## src/rtl/oneshot_scheduler_if.sv

```systemverilog
// Bundle of the scheduler's per-requester inputs and its registered outputs.
// The testbench drives the master side; the scheduler uses the slave side.
interface oneshot_scheduler_if #(
  parameter int NREQ  = 4,
  parameter int WIDTH = 8
);
  logic                  ce;
  logic [NREQ-1:0]       req;
  logic [NREQ*WIDTH-1:0] len;
  logic                  q;
  logic [NREQ-1:0]       grant;
  logic [NREQ-1:0]       done;
  logic [NREQ-1:0]       pending;
  logic                  busy;

  modport master (
    output ce, req, len,
    input  q, grant, done, pending, busy
  );

  modport slave (
    input  ce, req, len,
    output q, grant, done, pending, busy
  );
endinterface

```

## src/rtl/oneshot_scheduler.sv

```systemverilog
// One-shot pulse scheduler: rising edges on req queue requests, which are served
// round-robin, one at a time, as a single pulse of len_i ticks on the shared q.
// Every register advances only on clk edges where ce=1.
module oneshot_scheduler #(
  parameter int NREQ  = 4,
  parameter int WIDTH = 8
) (
  input logic                clk,
  input logic                reset,
  oneshot_scheduler_if.slave bus
);
  localparam int IW = (NREQ > 1) ? $clog2(NREQ) : 1;
  localparam logic [NREQ-1:0] ONE       = NREQ'(1);
  localparam logic [IW-1:0]   LAST_INIT = IW'(NREQ - 1);

  typedef enum logic [1:0] {IDLE, RUN, DONE} state_t;

  state_t            state_q, state_d;
  logic [NREQ-1:0]   req_prev_q;
  logic [NREQ-1:0]   pending_q, pending_d;
  logic [NREQ-1:0]   grant_q, grant_d;
  logic [NREQ-1:0]   done_q, done_d;
  logic              q_q, q_d;
  logic [WIDTH-1:0]  cnt_q, cnt_d;
  logic [IW-1:0]     cur_q, cur_d;
  logic [IW-1:0]     last_q, last_d;
  logic [NREQ-1:0]   rise;
  logic [IW-1:0]     winner;
  logic              found;
  logic [WIDTH-1:0]  win_len;

  assign rise = bus.req & ~req_prev_q;

  // Round-robin search starting just after the last served requester.
  always_comb begin
    winner = last_q;
    found  = 1'b0;
    for (int k = 1; k <= NREQ; k++) begin
      if (!found && pending_q[(int'(last_q) + k) % NREQ]) begin
        winner = IW'((int'(last_q) + k) % NREQ);
        found  = 1'b1;
      end
    end
  end

  // Pick the selected requester's length out of the packed len bus.
  always_comb begin
    win_len = '0;
    for (int i = 0; i < NREQ; i++) begin
      if (winner == IW'(i)) win_len = bus.len[i*WIDTH +: WIDTH];
    end
  end

  // Next-state and next-output logic for the IDLE/RUN/DONE sequencer.
  always_comb begin
    // NOTE: every variable gets a default before the case so no latch is inferred.
    state_d   = state_q;
    pending_d = pending_q | rise;
    grant_d   = grant_q;
    done_d    = '0;
    q_d       = q_q;
    cnt_d     = cnt_q;
    cur_d     = cur_q;
    last_d    = last_q;
    case (state_q)
      IDLE: begin
        if (|pending_q) begin
          cur_d   = winner;
          grant_d = ONE << winner;
          if (win_len != '0) begin
            cnt_d   = win_len - WIDTH'(1);
            q_d     = 1'b1;
            state_d = RUN;
          end else begin
            // Zero-length request skips RUN, so the counter never wraps.
            cnt_d   = '0;
            state_d = DONE;
          end
        end
      end
      RUN: begin
        if (cnt_q == '0) begin
          q_d     = 1'b0;
          state_d = DONE;
        end else begin
          cnt_d = cnt_q - WIDTH'(1);
        end
      end
      DONE: begin
        done_d    = ONE << cur_q;
        // A fresh edge in the same tick re-queues the requester being cleared.
        pending_d = (pending_q & ~(ONE << cur_q)) | rise;
        last_d    = cur_q;
        grant_d   = '0;
        state_d   = IDLE;
      end
      default: state_d = IDLE;
    endcase
  end

  // State register; reset beats ce, and ce=0 edges hold everything.
  always_ff @(posedge clk) begin
    // NOTE: sequential state uses non-blocking assignments so all registers update together.
    if (reset) begin
      // NOTE: only control registers exist here, so all of them are reset explicitly.
      state_q    <= IDLE;
      req_prev_q <= bus.req;
      pending_q  <= '0;
      grant_q    <= '0;
      done_q     <= '0;
      q_q        <= 1'b0;
      cnt_q      <= '0;
      cur_q      <= '0;
      last_q     <= LAST_INIT;
    end else if (bus.ce) begin
      state_q    <= state_d;
      req_prev_q <= bus.req;
      pending_q  <= pending_d;
      grant_q    <= grant_d;
      done_q     <= done_d;
      q_q        <= q_d;
      cnt_q      <= cnt_d;
      cur_q      <= cur_d;
      last_q     <= last_d;
    end
  end

  assign bus.q       = q_q;
  assign bus.grant   = grant_q;
  assign bus.done    = done_q;
  assign bus.pending = pending_q;
  assign bus.busy    = (state_q != IDLE);
endmodule

```

## src/flat_wrapper.sv

```systemverilog
// flat-port wrapper written by rule: the top's interface ports become plain ports
module oneshot_scheduler_flat 
#(
  parameter int NREQ  = 4,
  parameter int WIDTH = 8
)
  (clk, reset, bus_ce, bus_req, bus_len, bus_q, bus_grant, bus_done, bus_pending, bus_busy);
  oneshot_scheduler_if #(.NREQ(NREQ), .WIDTH(WIDTH)) bus_i ();
  input logic clk;
  input logic reset;
  input wire logic [$bits(bus_i.ce)-1:0] bus_ce;
  input wire logic [$bits(bus_i.req)-1:0] bus_req;
  input wire logic [$bits(bus_i.len)-1:0] bus_len;
  output wire logic [$bits(bus_i.q)-1:0] bus_q;
  output wire logic [$bits(bus_i.grant)-1:0] bus_grant;
  output wire logic [$bits(bus_i.done)-1:0] bus_done;
  output wire logic [$bits(bus_i.pending)-1:0] bus_pending;
  output wire logic [$bits(bus_i.busy)-1:0] bus_busy;
  assign bus_i.ce = bus_ce;
  assign bus_i.req = bus_req;
  assign bus_i.len = bus_len;
  assign bus_q = bus_i.q;
  assign bus_grant = bus_i.grant;
  assign bus_done = bus_i.done;
  assign bus_pending = bus_i.pending;
  assign bus_busy = bus_i.busy;
  oneshot_scheduler #(.NREQ(NREQ), .WIDTH(WIDTH)) u_core (.clk(clk), .reset(reset), .bus(bus_i));
endmodule
```

## config.mk

```make
export PLATFORM = sky130hd
export DESIGN_NAME = oneshot_scheduler_flat
export DESIGN_NICKNAME = d
export VERILOG_FILES = /design/src/rtl/oneshot_scheduler_if.sv /design/src/rtl/oneshot_scheduler.sv /design/src/flat_wrapper.sv
export SDC_FILE = /design/constraint.sdc
export NUM_CORES = 1
export LEC_CHECK = 0
export CAP_MARGIN = 15
export CORE_UTILIZATION = 23
export CTS_BUF_LIST = sky130_fd_sc_hd__clkbuf_16
export CTS_CLUSTER_DIAMETER = 60
export CTS_CLUSTER_SIZE = 16
export DETAILED_ROUTE_END_ITERATION = 8
export PLACE_DENSITY = 0.51
export SYNTH_ARGS = -nofsm -noshare
export SYNTH_HDL_FRONTEND = slang
export SYNTH_SLANG_ARGS = --single-unit
```

## constraint.sdc

```tcl
create_clock -name clk -period 3.8 [get_ports clk]
set_clock_uncertainty 0.15 [all_clocks]
set_input_delay 0.38 -clock clk [delete_from_list [all_inputs] [get_ports clk]]
set_output_delay 0.38 -clock clk [all_outputs]
set_load 0.02 [all_outputs]
```

==> reports/metrics.cfg <==
[cts]
cts_buffers = 5
cts_tree = yes
h-tree-depth = 2
cts_resized = 0
path_clk_slew_ps = 60
cts-hold-fix-buffers = 0
clock-root-buffer = clkbuf_16
cts.sinks = 31
cts_max_path_buffers = 2
worstSkewPairLatency_ps = 280
post-cts-setup-buffers = 0

[synthesis]
ys_top_cells_by_count = nor2_1 (30), dfxtp_1 (27), nand2_1 (22)
yosys_most_used_dff = dfxtp_1
syn_avg_cell_area_um2 = 8.25
synth_cell_type_count = 60
synthDominantCellAreaShare_pct = 26.1
synth_area_leader_cell = dfxtp_1
yosysMostFrequentCell = nor2_1
syn-instance-count = 251
ys_seq_area_share_pct = 31.9
yosys_warnings = 0
synthArstFlopShare_pct = 0
synth_seq_cells = 31
synth_area_leaders = dfxtp_1 (26%), edfxtp_1 (5.8%), nor2_1 (5.4%), a21oi_1 (4.6%), a211oi_1 (4.3%)
synth-edff-count = 4
netlist_area_um2 = 2070
syn_nets = 293

[cells_and_area]
postLayoutCellArea_um2 = 2850
area_growth_pct = 37.7
fillers = 902
nNetsFinal = 343
drive_above_1_share_pct = 9.93
fin_cells = 410
diodes = 0

[power_and_ir_drop]
p_per_area_nw_per_um2 = 434
p_int_uw = 847
ir_worst_vdd_mv = 0.245
p_sw_uw = 391
clkPwrFrac_pct = 36.5
total_power_uw = 1240
leakage_uw = 0.00104
p_seq_share_pct = 31.3
swShare_pct = 31.5
power_frac_comb_pct = 32.2

[global_routing]
gr-usage-met1_pct = 16.0
grt_pass1_wl_mm = 9.88
grt_usage_pct = 12.8
grt_pass1_vias = 2056
use_met2_pct = 21.9
antenna_found_initial = 0
grt_util_met3_pct = 3.11
grt.busiest_layer = met2
grt-ovfl-total = 0
grt_max_degree = 22

[detailed_routing]
wl_mm = 5.90
routed_via_density = 4.98
ant_nets = 0
drt_iter0_markers = 75
detail_route.wl_per_cell_um = 14.4
drc_errors = 0
dr.pass1.iters = 4
vias = 2040

[timing]
layout_min_cycle_time_ps = 3110
tightest_slew_ps = 959
finalCritPeriodShare_pct = 82.0
setup-tns-final_ps = 0
maxSlewHeadroom_pct = 35.8
hold_violations = 0
rsz0062_at_grt = false
fmax_mhz = 321
finalSetupViolations = 0
fin_ws_ps = 686
maxSlewViolCount = 0

[floorplan]
io-pin-count = 53
die_h_um = 96.9
dieArea_um2 = 9390
num_rows = 34
core-area_um2 = 8720
die_w_um = 96.9
initial_core_util_pct = 23.8

[critical_path]
crit_arrival_ps = 3090
r2r_setup_slack_ps = 690
r2r_cells = 11
worstReg2RegEnd = u_core.cnt_q[2]
crit_required_ps = 3770
critical_path.startpoint_type = flip-flop
cp-end-kind = flip-flop
cp_max_fo = 11
worstSetupPathType = reg2reg
reg2reg_from = u_core.bus.pending[1]

[min_path]
hp-start = u_core.bus.done[3]
min_path_cells = 2
min_path_type = reg2reg
min_to = u_core.bus.done[3]

[job]
cap_violations = 0

[placed_design]
portBuffers = 52
routabilityCongestion = 0.809
place_inst = 402
pre_cts_ws_ps = 686
post-dp-hpwl_mm = 4.65
place_area_um2 = 2680

[run_status]
status = completed

[logic make-up (layout without fill, tap and decap cells)]
kind of cell | count (synthesis) | after routing | share of synthesized area (%)
buffers and inverters | 24 | 75 | 5.37
and+or+nand+nor | 101 | 101 | 25.4
adders and majority gates | 3 | 3 | 1.81
DFF | 31 | 31 | 31.9
xor gates and xnor gates | 6 | 6 | 2.54
AOI/OAI and AO/OA | 83 | 83 | 31.5
muxes | 3 | 3 | 1.51
[routing by layer]
layer  vias up  routed length [um]
met5         -                   0
met1       948                2720
met2        52                2850
met3        12                 251
met4         0                  85
li1       1028                   -
[worst max-delay path by stage]
stage,to,startpoint,depth (start not counted)
floorplan,u_core.cnt_q[2],u_core.bus.pending[0],12
global placement,u_core.cnt_q[2],u_core.bus.pending[0],11
detailed placement,u_core.cnt_q[2],u_core.bus.pending[1],11
CTS,u_core.cnt_q[2],u_core.bus.pending[1],11
global route,u_core.cnt_q[2],u_core.bus.pending[1],11
finish,u_core.cnt_q[2],u_core.bus.pending[1],11
[critical path, cell delays in order (launching register included)]
cell	delay [ps]
dfxtp_1	340
nor2b_2	190
nand2b_1	180
nand3_1	440
a211oi_1	470
or2_2	190
ha_1	170
inv_1	80
a221oi_4	270
a31oi_4	150
a221oi_2	250
nor3_1	70
[state kept, by name, indices dropped and copies added, names as in the netlist]
name	cells
u_core.last_q	2
u_core.bus.pending	4
u_core.state_q	2
u_core.bus.grant	4
u_core.bus.q	1
u_core.cur_q	2
u_core.req_prev_q	4
u_core.bus.done	4
u_core.cnt_q	8
[layout by cell type (no fill, tap or decap), drive strengths merged, types with 3 or more instances in the layout]
master         synthesis  layout
a211oi                12      12
a21oi                 20      20
a31oi                  3       3
and2                   3       3
and3                   4       4
buf                    6       3
clkbuf                 6       5
clkdlybuf4s50          0      52
dfxtp                 27      27
edfxtp                 4       4
ha                     3       3
inv                   12      12
nand2                 22      22
nand2b                 4       4
nand3                  5       5
nand4                  6       6
nor2                  30      30
nor2b                  3       3
nor3                   6       6
nor4                   3       3
o211ai                 4       4
o21ai                 13      13
o31a                  10      10
or2                    5       5
xor2                   4       4
[stage by stage]
stage	hold WS, ps	utilization [%]
after floorplan	329	-
after global placement	309	30.8
after detailed placement	306	30.8
after CTS	315	32.7
after global routing	348	32.7
final	312	32.7
[power by group through the flow]
stage | logic [uW] | registers, uW | clock network, uW
finish | 399 | 388 | 452
global route | 441 | 393 | 471
CTS | 400 | 387 | 461
detailed placement | 397 | 394 | 0
global placement | 399 | 393 | 0
floorplan | 278 | 393 | 0
[layout make-up]
type | instances | area, um2 | share of cell area, %
Multi-Input combinational cell | 196 | 1300 | 45.6
Sequential cell | 31 | 661 | 23.2
Timing Repair Buffer | 55 | 543 | 19.0
Tap cell | 108 | 135 | 4.74
Clock buffer | 5 | 125 | 4.39
Inverter | 12 | 45.0 | 1.58
Clock inverter | 3 | 43.8 | 1.54
(Power assumes the default switching activity.)
